$ cat src/rtl/imem_loader.sv
// Boot-time instruction-memory writer: byte stream -> little-endian words, core held in reset until done.
// Optional trailing XOR checksum byte enabled by LOADER_CHECKSUM_EN.
module imem_loader #(
  parameter int ADDR_WIDTH = 8
) (
  input  logic                  clk,
  input  logic                  reset,
  input  logic [7:0]            rx_data,
  input  logic                  rx_valid,
  output logic                  rx_ready,
  output logic                  imem_we,
  output logic [ADDR_WIDTH-1:0] imem_addr,
  output logic [31:0]           imem_wdata,
  output logic                  core_reset,
  output logic                  done,
  output logic                  error
);

  typedef enum logic [2:0] {
    CNT_LO,
    CNT_HI,
    DATA,
`ifdef LOADER_CHECKSUM_EN
    CHK,
`endif
    DONE,
    ERR
  } state_t;

`ifdef LOADER_CHECKSUM_EN
  localparam state_t AFTER_DATA = CHK;
`else
  localparam state_t AFTER_DATA = DONE;
`endif

  state_t                state, state_nx;
  logic [7:0]            n_lo;
  logic [15:0]           n_words;
  logic [ADDR_WIDTH:0]   word_idx;
  logic [1:0]            byte_idx;
  logic [23:0]           asm_q;
`ifdef LOADER_CHECKSUM_EN
  logic [7:0]            chk_q;
`endif

  logic        xfer, word_fire, last_word, too_big;
  logic [15:0] n_rx;

  always_comb begin
    rx_ready = 1'b0;
    if (!reset) begin
      case (state)
        DONE, ERR: rx_ready = 1'b0;
        default:   rx_ready = 1'b1;
      endcase
    end
  end

  assign xfer      = rx_valid && rx_ready;
  assign n_rx      = {rx_data, n_lo};
  assign too_big   = 32'(n_rx) > (32'd1 << ADDR_WIDTH);
  assign word_fire = (state == DATA) && xfer && (byte_idx == 2'd3);
  // word_idx has one spare bit so a full 2**ADDR_WIDTH image still compares correctly
  assign last_word = (32'(word_idx) + 32'd1) == 32'(n_words);

  always_comb begin
    state_nx = state;
    case (state)
      CNT_LO: if (xfer) state_nx = CNT_HI;
      CNT_HI: begin
        if (xfer) begin
          if (too_big)           state_nx = ERR;
          else if (n_rx == 16'd0) state_nx = AFTER_DATA;
          else                   state_nx = DATA;
        end
      end
      DATA: if (word_fire && last_word) state_nx = AFTER_DATA;
`ifdef LOADER_CHECKSUM_EN
      CHK: if (xfer) state_nx = (rx_data == chk_q) ? DONE : ERR;
`endif
      default: state_nx = state;
    endcase
  end

  always_ff @(posedge clk) begin
    if (reset) begin
      state      <= CNT_LO;
      n_lo       <= '0;
      n_words    <= '0;
      word_idx   <= '0;
      byte_idx   <= '0;
      asm_q      <= '0;
      imem_we    <= 1'b0;
      imem_addr  <= '0;
      imem_wdata <= '0;
      done       <= 1'b0;
      error      <= 1'b0;
      core_reset <= 1'b1;
`ifdef LOADER_CHECKSUM_EN
      chk_q      <= '0;
`endif
    end else begin
      state   <= state_nx;
      imem_we <= word_fire;
      done    <= (state_nx == DONE);
      error   <= (state_nx == ERR);
      // lags done by one edge so the final write lands first
      core_reset <= ~done;
      if (state == CNT_LO && xfer) n_lo <= rx_data;
      if (state == CNT_HI && xfer) begin
        n_words  <= n_rx;
        word_idx <= '0;
        byte_idx <= '0;
`ifdef LOADER_CHECKSUM_EN
        chk_q    <= '0;
`endif
      end
      if (state == DATA && xfer) begin
        byte_idx <= byte_idx + 2'd1;
`ifdef LOADER_CHECKSUM_EN
        chk_q    <= chk_q ^ rx_data;
`endif
        case (byte_idx)
          2'd0: asm_q[7:0]   <= rx_data;
          2'd1: asm_q[15:8]  <= rx_data;
          2'd2: asm_q[23:16] <= rx_data;
          default: begin
            imem_addr  <= word_idx[ADDR_WIDTH-1:0];
            imem_wdata <= {rx_data, asm_q};
            word_idx   <= word_idx + 1'b1;
          end
        endcase
      end
    end
  end

endmodule

$ cat config.mk
export PLATFORM = sky130hd
export DESIGN_NAME = imem_loader
export DESIGN_NICKNAME = d
export VERILOG_FILES = /design/src/rtl/imem_loader.sv
export SDC_FILE = /design/constraint.sdc
export NUM_CORES = 1
export LEC_CHECK = 0
export CAP_MARGIN = 10
export CORE_AREA = 2 2 108 110
export DETAILED_ROUTE_END_ITERATION = 7
export DIE_AREA = 0 0 110 112
export GPL_TIMING_DRIVEN = 0
export HOLD_SLACK_MARGIN = 0.05
export PLACE_DENSITY = 0.62
export SLEW_MARGIN = 20
export SYNTH_ARGS = -nofsm -noshare
export SYNTH_HDL_FRONTEND = slang
export SYNTH_SLANG_ARGS = --single-unit
export TNS_END_PERCENT = 20
$ cat constraint.sdc
create_clock -name clk -period 5.05 [get_ports clk]
set_input_delay 1.515 -clock clk [delete_from_list [all_inputs] [get_ports clk]]
set_output_delay 1.515 -clock clk [all_outputs]
set_load 0.005 [all_outputs]
==> impl_metrics.py <==
metrics = {
    "outcome": {
        "status": "completed",
    },
    "setup_path": {
        "reg2regPathDepth": 6,
        "r2r_end": "state[0]",
        "cp-start-kind": "input pin",
        "worstPathArrival_ns": 2.75,
        "ff2ff_setup_slack_ns": 3.00,
        "crit_path_max_fanout": 10,
        "worst_ep_required_time_ns": 3.54,
        "crit_path_end_kind": "primary output",
        "worstSetupPathType": "in -> out",
        "critPathLaunch": "reset",
        "regToRegStartpoint": "word_idx[0]",
    },
    "timing": {
        "setup_violations": 0,
        "rsz0062_at_grt": "no",
        "period_share_pct": 84.4,
        "drv_slew": 0,
        "finalHoldViolations": 0,
        "slew_headroom_pct": 61.7,
        "fmax_mhz": 235,
        "worst_slew_pin_slew_ns": 0.575,
        "hold_slack_ns": 0.388,
        "setup_tns_ns": 0,
        "fin_skew_ns": 0.00904,
        "layout_min_cycle_time_ns": 4.26,
    },
    "route": {
        "via_per_inst": 5.12,
        "vias": 3822,
        "drt-total-wl_um": 11100,
        "avgRoutedWirePerCell_um": 14.9,
        "drc": 0,
        "drt_first_pass_iters": 5,
        "ant_nets": 0,
        "drt-initial-drc-count": 264,
    },
    "logic_synthesis": {
        "synth_warnings": 0,
        "synth_cell_type_count": 52,
        "netlist_instances": 534,
        "synth_area_um2": 4330,
        "seq_area_frac_synth_pct": 49.0,
        "yosysMostFrequentCell": "nand2_1",
        "synth_top_area_share_pct": 49.0,
        "avgSynthCellArea_um2": 8.12,
        "synth_top_cells_by_count": "nand2_1, dfxtp_1, a21oi_1",
        "synth-seq-cells": 106,
        "yosys.area.top_type": "dfxtp_1",
        "synth_edf_count": 0,
        "syn-num-nets": 551,
        "ys_async_sr_fraction_pct": 0,
        "synthTopCellsByArea": "dfxtp_1, nand2_1, a21oi_1, nand3_1, mux2i_1",
        "synth-main-ff-cell": "dfxtp_1",
    },
    "die": {
        "io_pins": 56,
        "initial_utilization_pct": 38.8,
        "dieArea_um2": 12300,
        "die_h_um": 112,
        "row_count": 39,
        "core_area_um2": 11200,
        "die_w_um": 110,
    },
    "power": {
        "ir_worst_vdd_mv": 0.165,
        "power.density_nw_per_um2": 306,
        "p_clk_share_pct": 44.4,
        "comb_power_share_pct": 4.1,
        "p_seq_share_pct": 51.5,
        "power_leakage_nw": 1.82,
        "internal_power_mw": 1.28,
        "switching_power_mw": 0.364,
        "p_sw_share_pct": 22.1,
    },
    "clock_network": {
        "ctsResizeCount": 0,
        "cts_tree": "built",
        "numCtsBuffers": 9,
        "clockBufferDepth": 2,
        "cts_max_level": 3,
        "worst_skew_pair.late_latency_ns": 0.35,
        "clock_sinks": 106,
        "hold_buffers": 0,
        "postCtsSetupRepairBufs": 0,
        "clkTransAtPathRegs_ns": 0.06,
        "cts-root-buf": "clkbuf_16",
    },
    "layout": {
        "area_growth_pct": 23.8,
        "multi_input_area_um2": 2000,
        "antenna_cells": 0,
        "nFillCells": 1106,
        "seqCellArea_um2": 2120,
        "final_nets": 616,
        "drive_gt1_share_pct": 6.95,
    },
    "placed_design": {
        "dpl.hpwl_um": 7870,
        "io_buffers": 54,
        "gp_congestion": 0.803,
    },
    "hold_path": {
        "hold_depth": 1,
        "hold_end": "core_reset",
        "hold_path_class": "reg -> reg",
        "hold_start": "done",
    },
    "global_route": {
        "grt-ovfl-total": 0,
        "first_global_vias": 3641,
        "grt_pass1_wl_um": 17800,
        "grt_start_max_net_pins": 18,
        "grt_use_total_pct": 18.6,
        "antenna_found_initial": 0,
    },
    "flow_run": {
        "max-cap-violations": 0,
    },
}
cells by family after synthesis:
group | synth area share, %
compound gates | 14.8
mux | 2.08
buf+inv | 4.79
xor+xnor | 2.42
flops | 49.0
simple gates | 25.2
fa+ha+maj | 1.73
flip-flops by register name, indices dropped and copies added, names as in the netlist:
signal	cells
done	1
imem_addr	8
core_reset	1
state	3
asm_q	24
word_idx	9
imem_wdata	32
imem_we	1
byte_idx	2
n_words	16
error	1
n_lo	8
worst max-delay path, stage by stage:
cell and delay (ns):
buf_2 0.15, clkbuf_1 0.26, a221oi_1 0.27, clkdlybuf4s50_1 0.55
stage by stage:
| step | util (%) | cells | setup slack [ns] | power [mW] | instance area [um^2] |
|---|---|---|---|---|---|
| global route | 48.0 | 747 | 0.697 | 1.70 | 5370 |
| global placement | 45.2 | 731 | 0.756 | 0.931 | 5050 |
| detailed placement | 45.2 | 731 | 0.777 | 0.932 | 5050 |
| floorplan | - | 534 | 1.43 | 0.901 | 4330 |
| finish | 48.0 | 747 | 0.788 | 1.64 | 5370 |
| CTS | 48.0 | 747 | 0.775 | 1.66 | 5370 |
layout make-up:
type	count	share of cell area, %
Sequential cell	106	39.5
Multi-Input combinational cell	386	37.4
Timing Repair Buffer	54	10.1
Clock buffer	12	4.78
Buffer	36	3.45
Tap cell	143	3.33
Clock inverter	4	1.05
Inverter	6	0.420
cell usage in the layout (no fill, tap or decap), types with 3 or more instances in the layout:
cell | synthesis | layout
mux2i_1 | 9 | 9
xnor2_1 | 8 | 8
nor3_1 | 4 | 4
nor4_1 | 4 | 4
nand2_1 | 149 | 149
a21oi_1 | 95 | 95
clkbuf_8 | 2 | 4
o21ai_0 | 9 | 9
inv_1 | 6 | 6
buf_4 | 3 | 3
nor2b_1 | 3 | 3
xor2_1 | 4 | 4
ha_1 | 6 | 6
nor2_1 | 23 | 23
clkdlybuf4s50_1 | 0 | 54
clkbuf_1 | 21 | 22
clkbuf_16 | 0 | 9
nand4_1 | 6 | 6
dfxtp_1 | 106 | 106
or3_1 | 4 | 4
buf_2 | 8 | 8
nand3_1 | 28 | 28
power groups by stage:
stage,logic [mW],clock network (mW),registers (mW)
6_report,0.0677,0.731,0.846
4_1_cts,0.0669,0.744,0.846
5_1_grt,0.0722,0.785,0.846
3_3_place_gp,0.0663,0,0.865
2_1_floorplan,0.0368,0,0.864
3_5_place_dp,0.0667,0,0.865
worst max-delay path by stage:
stage,end,slack [ns],cells past startpoint
floorplan,rx_ready,1.43,3
global placement,rx_ready,0.76,4
detailed placement,rx_ready,0.78,4
CTS,rx_ready,0.77,4
global route,rx_ready,0.70,4
finish,rx_ready,0.79,4
routing by layer:
metal / global-route usage, % / up-vias / part of all wire (%)
met1: 25.6 / 1747 / 46
met5: 0 / - / 0
met2: 29.0 / 115 / 46
li1: - / 1944 / -
met3: 3.34 / 16 / 5.5
met4: 6.67 / 0 / 2.0
Note: power is estimated with default switching activity, not from simulation.
==> edit 1: new RTL, same flow settings <==
Build with the macro `LOADER_CHECKSUM_EN` defined.
--- a/src/rtl/imem_loader.sv
+++ b/src/rtl/imem_loader.sv
@@ -1,4 +1,6 @@
 // Boot-time instruction-memory writer: byte stream -> little-endian words, core held in reset until done.
 // Optional trailing XOR checksum byte enabled by LOADER_CHECKSUM_EN.
+`define LOADER_CHECKSUM_EN
+
 module imem_loader #(
   parameter int ADDR_WIDTH = 8
Behaviour: not the same (a bounded check fails within 4 cycles, from zero or initial values and one cycle with reset high).
==> edit 1 against the unedited design <==
Routed wire length grew 12%. Worst setup slack lost 0.027 ns. Synthesized cell count grew 12%. First-iteration DRC count grew 4.9%. Global-route usage grew 2.3 points. Sequential cell count grew 8. Final area grew 13%. Clock skew is essentially flat. Cell count grew 9.8%. Synthesized area grew 11%. Critical path depth is the same. Power grew 36%. Largest cell class is now multi-input gates.
==> edit 1: results (changes against the unedited design) <==
place_congestion: 0.8098  # +0.81%
worstSkewPairLatency_ns: 0.41  # +0.06 ns
post_dp_cell_area_sq_um: 5461  # +8.1%
final_area_sq_um: 6072  # +13%
nonClkBufAreaFrac: 0.1135  # -0.02169
synth_mux_area_frac: 0.02076  # -0.00002757
cts_buffers: 17  # +8
peakVddDrop_v: 0.0002516  # +52%
h-tree-depth: 4  # +1
ys_types: 45  # -13%
grtUsageMet2: 0.3276  # +0.03763
grt_pass1_vias: 4040  # +11%
finalWirelength_um: 12420  # +12%
status: "finished clean"
syn_nets: 616  # +12%
wl_per_cell_um: 15.15  # +1.6%
grt_max_degree: 17  # -1
synth_fa_ha_area_frac: 0.01557  # -0.001753
fin_skew_ns: 0.008584  # -0.0004542 ns
io_buffers: 46  # -15%
cts.sinks: 114  # +7.5%
reg2reg_from: "word_idx[1]"
dp_hpwl_um: 8459  # +7.5%
sequentialPowerShare: 0.407  # -0.108
internal-power_mw: 1.767  # +38%
dp_cells: 788  # +7.8%
synth_xor_area_frac: 0.03633  # +0.01208
final-clk-cell-share: 0.1006  # +0.04227
clk-power_mw: 1.24  # +70%
seq-cell-share: 0.3759  # -0.01958
nFillCells: 1067  # -3.5%
grt_use_met3: 0.05679  # +0.02342
nets: 681  # +11%
critical_path_arrival_ns: 2.77  # +0.02 ns
drtIter0Drc: 277  # +4.9%
[edit 1: changes by cell type after synthesis, moves of 3 or more]
cell | unedited run | this run
nand2_1 | 149 | 134
nor4_1 | 4 | 8
a21o_1 | 0 | 4
a32oi_1 | 0 | 3
a21oi_1 | 95 | 104
nand3_1 | 28 | 44
dfxtp_1 | 106 | 114
nor2_1 | 23 | 31
nand3b_1 | 1 | 9
xor2_1 | 4 | 13
buf_2 | 8 | 15
clkbuf_1 | 21 | 30
[edit 1: layer usage]
| layer | share of wire | wire length (um) | vias up |
|---|---|---|---|
| met5 | 0 | 0 | - |
| met4 | 0.015 | 186 | 0 |
| met3 | 0.060 | 748 | 14 |
| met2 | 0.46 | 5750 | 132 |
| met1 | 0.46 | 5738 | 2070 |
| li1 | - | - | 2185 |
[edit 1: metrics by stage]
| step | total power [mW] | setup slack [ns] | utilization |
|---|---|---|---|
| after detailed placement | 1.020 | 0.7659 | 0.4887 |
| after global routing | 2.302 | 0.6687 | 0.5434 |
| after global placement | 1.019 | 0.7766 | 0.4887 |
| after CTS | 2.252 | 0.7498 | 0.5434 |
| final | 2.241 | 0.7602 | 0.5434 |
| after floorplan | 0.9897 | 1.475 | - |
[edit 1: worst paths after layout]
path                              endpoint  slack [ns]  cells past startpoint
worst max-delay path              rx_ready        0.76                      4
worst min-delay path            core_reset        0.39                      1
worst max register to register    state[0]        2.92                      6
worst min register to register  core_reset        0.39                      1
[edit 1: logic make-up after synthesis]
family,Yosys count
AO/OA/AOI/OAI,135
AND/OR/NAND/NOR,257
XOR/XNOR,20
multiplexers,10
buffers and inverters,57
flip-flops,114
adder cells (fa/ha/maj),6
[edit 1: critical path, stage by stage]
cell	delay, ns
buf_2	0.20
clkbuf_1	0.49
a21oi_1	0.09
clkdlybuf4s50_1	0.48
==> edit 2: new RTL, config.mk and constraints unchanged <==
Made on the original files. Put one more register stage on the output `error`, without a reset. The value now appears one clock later. The other outputs are not delayed to match.
--- a/src/rtl/imem_loader.sv
+++ b/src/rtl/imem_loader.sv
@@ -27,4 +27,6 @@
     ERR
   } state_t;
+
+  logic error_s0;
 
 `ifdef LOADER_CHECKSUM_EN
@@ -95,5 +97,5 @@
       imem_wdata <= '0;
       done       <= 1'b0;
-      error      <= 1'b0;
+      error_s0   <= 1'b0;
       core_reset <= 1'b1;
 `ifdef LOADER_CHECKSUM_EN
@@ -104,5 +106,5 @@
       imem_we <= word_fire;
       done    <= (state_nx == DONE);
-      error   <= (state_nx == ERR);
+      error_s0 <= (state_nx == ERR);
       // lags done by one edge so the final write lands first
       core_reset <= ~done;
@@ -135,4 +137,8 @@
   end
 
+  always_ff @(posedge clk) begin
+    error <= error_s0;
+  end
+
 endmodule
 
Formal check against the unedited RTL: not equivalent (a bounded check fails within 4 cycles, from zero or initial values and one cycle with reset high).
==> edit 2 against the unedited design <==
Worst setup slack worse by 0.014 ns. First-iteration DRC count up 23%. Synthesized area up 0.46%. Final area unchanged. Sequential cell count up 1. Power down 0.83%. Via count up 1.4%. Highest routed layer unchanged. Clock power down 3.1%. Routed wire length down 0.78%. Critical endpoint unchanged. Clock skew up 0.00090 ns.
==> edit 2: results (changes against the unedited design) <==
p_switching_mw: 0.3711  # +1.9%
peakVddDrop_v: 0.0001590  # -3.7%
vias: 3876  # +1.4%
grtUsageMet2: 0.2937  # +0.003681
syn_area_per_cell_sq_um: 8.139  # +0.27%
wl_per_cell_um: 14.77  # -0.91%
syn_nets: 552  # +0.18%
met1_usage: 0.2626  # +0.006956
internal-power_mw: 1.260  # -1.6%
r2r_slack_ns: 3.03  # +0.03 ns
vias_per_cell: 5.182  # +1.3%
nets: 617  # +0.16%
status: "finished clean"
min_to: "error"
grt_pass1_vias: 3559  # -2.3%
r2r_end: "done"
drive_gt1_frac: 0.06777  # -0.001768
fin_skew_ns: 0.009936  # +0.0008982 ns
p_leak_nw: 1.816  # -0.28%
yosys-top-cells-area: "dfxtp_1, nand2_1, a21oi_1, nand3_1, mux2i_1"
cp-startpoint: "reset"
comb_power_mw: 0.0682  # +0.7%
place_congestion: 0.8049  # +0.20%
whs_ns: 0.3343  # -0.05416 ns
dp_hpwl_um: 7790  # -0.98%
grt_pass1_wl_um: 18240  # +2.5%
post-place-ws_ns: 0.7510  # -0.02583 ns
drt-met1-wl_um: 5037  # -2.6%
clk-power_mw: 0.708  # -3.1%
route.met2.wl_um: 5182  # +1.1%
met3_length_um: 604  # -1.3%
track_usage: 0.1926  # +0.006674
hp-start: "error_s0"
drtIter0Drc: 326  # +23%
dp_cells: 732  # +0.14%
maxSlewHeadroom: 0.6178  # +0.0008170
-- edit 2: cell types whose count changed in the layout (fill, tap and decap cells not counted), sizes merged --
cell / delta
dfxtp: +1
clkinvlp: +1
clkbuf: -1
-- edit 2: worst max-delay path, stage by stage --
cell,delay (ns)
buf_2,0.15
clkbuf_1,0.27
a221oi_1,0.28
clkdlybuf4s50_1,0.54
-- edit 2: cell families after synthesis --
kind of cell,share of synthesized area
adders and majority gates,0.01724
xor gates and xnor gates,0.02414
DFF,0.4920
buffers and inverters,0.04770
and+or+nand+nor,0.2506
muxes,0.02069
AOI/OAI and AO/OA,0.1477
-- edit 2: cell type report --
class	instances	area, sq um	area share
clock inverter	5	60.06	0.01119
sequential	107	2142	0.3992
multi-input combinational	386	2004	0.3735
clock buffer	11	232.7	0.04337
buffer	36	185.2	0.03451
inverter	6	22.52	0.004197
tap	143	178.9	0.03334
timing repair buffer	54	540.5	0.1007
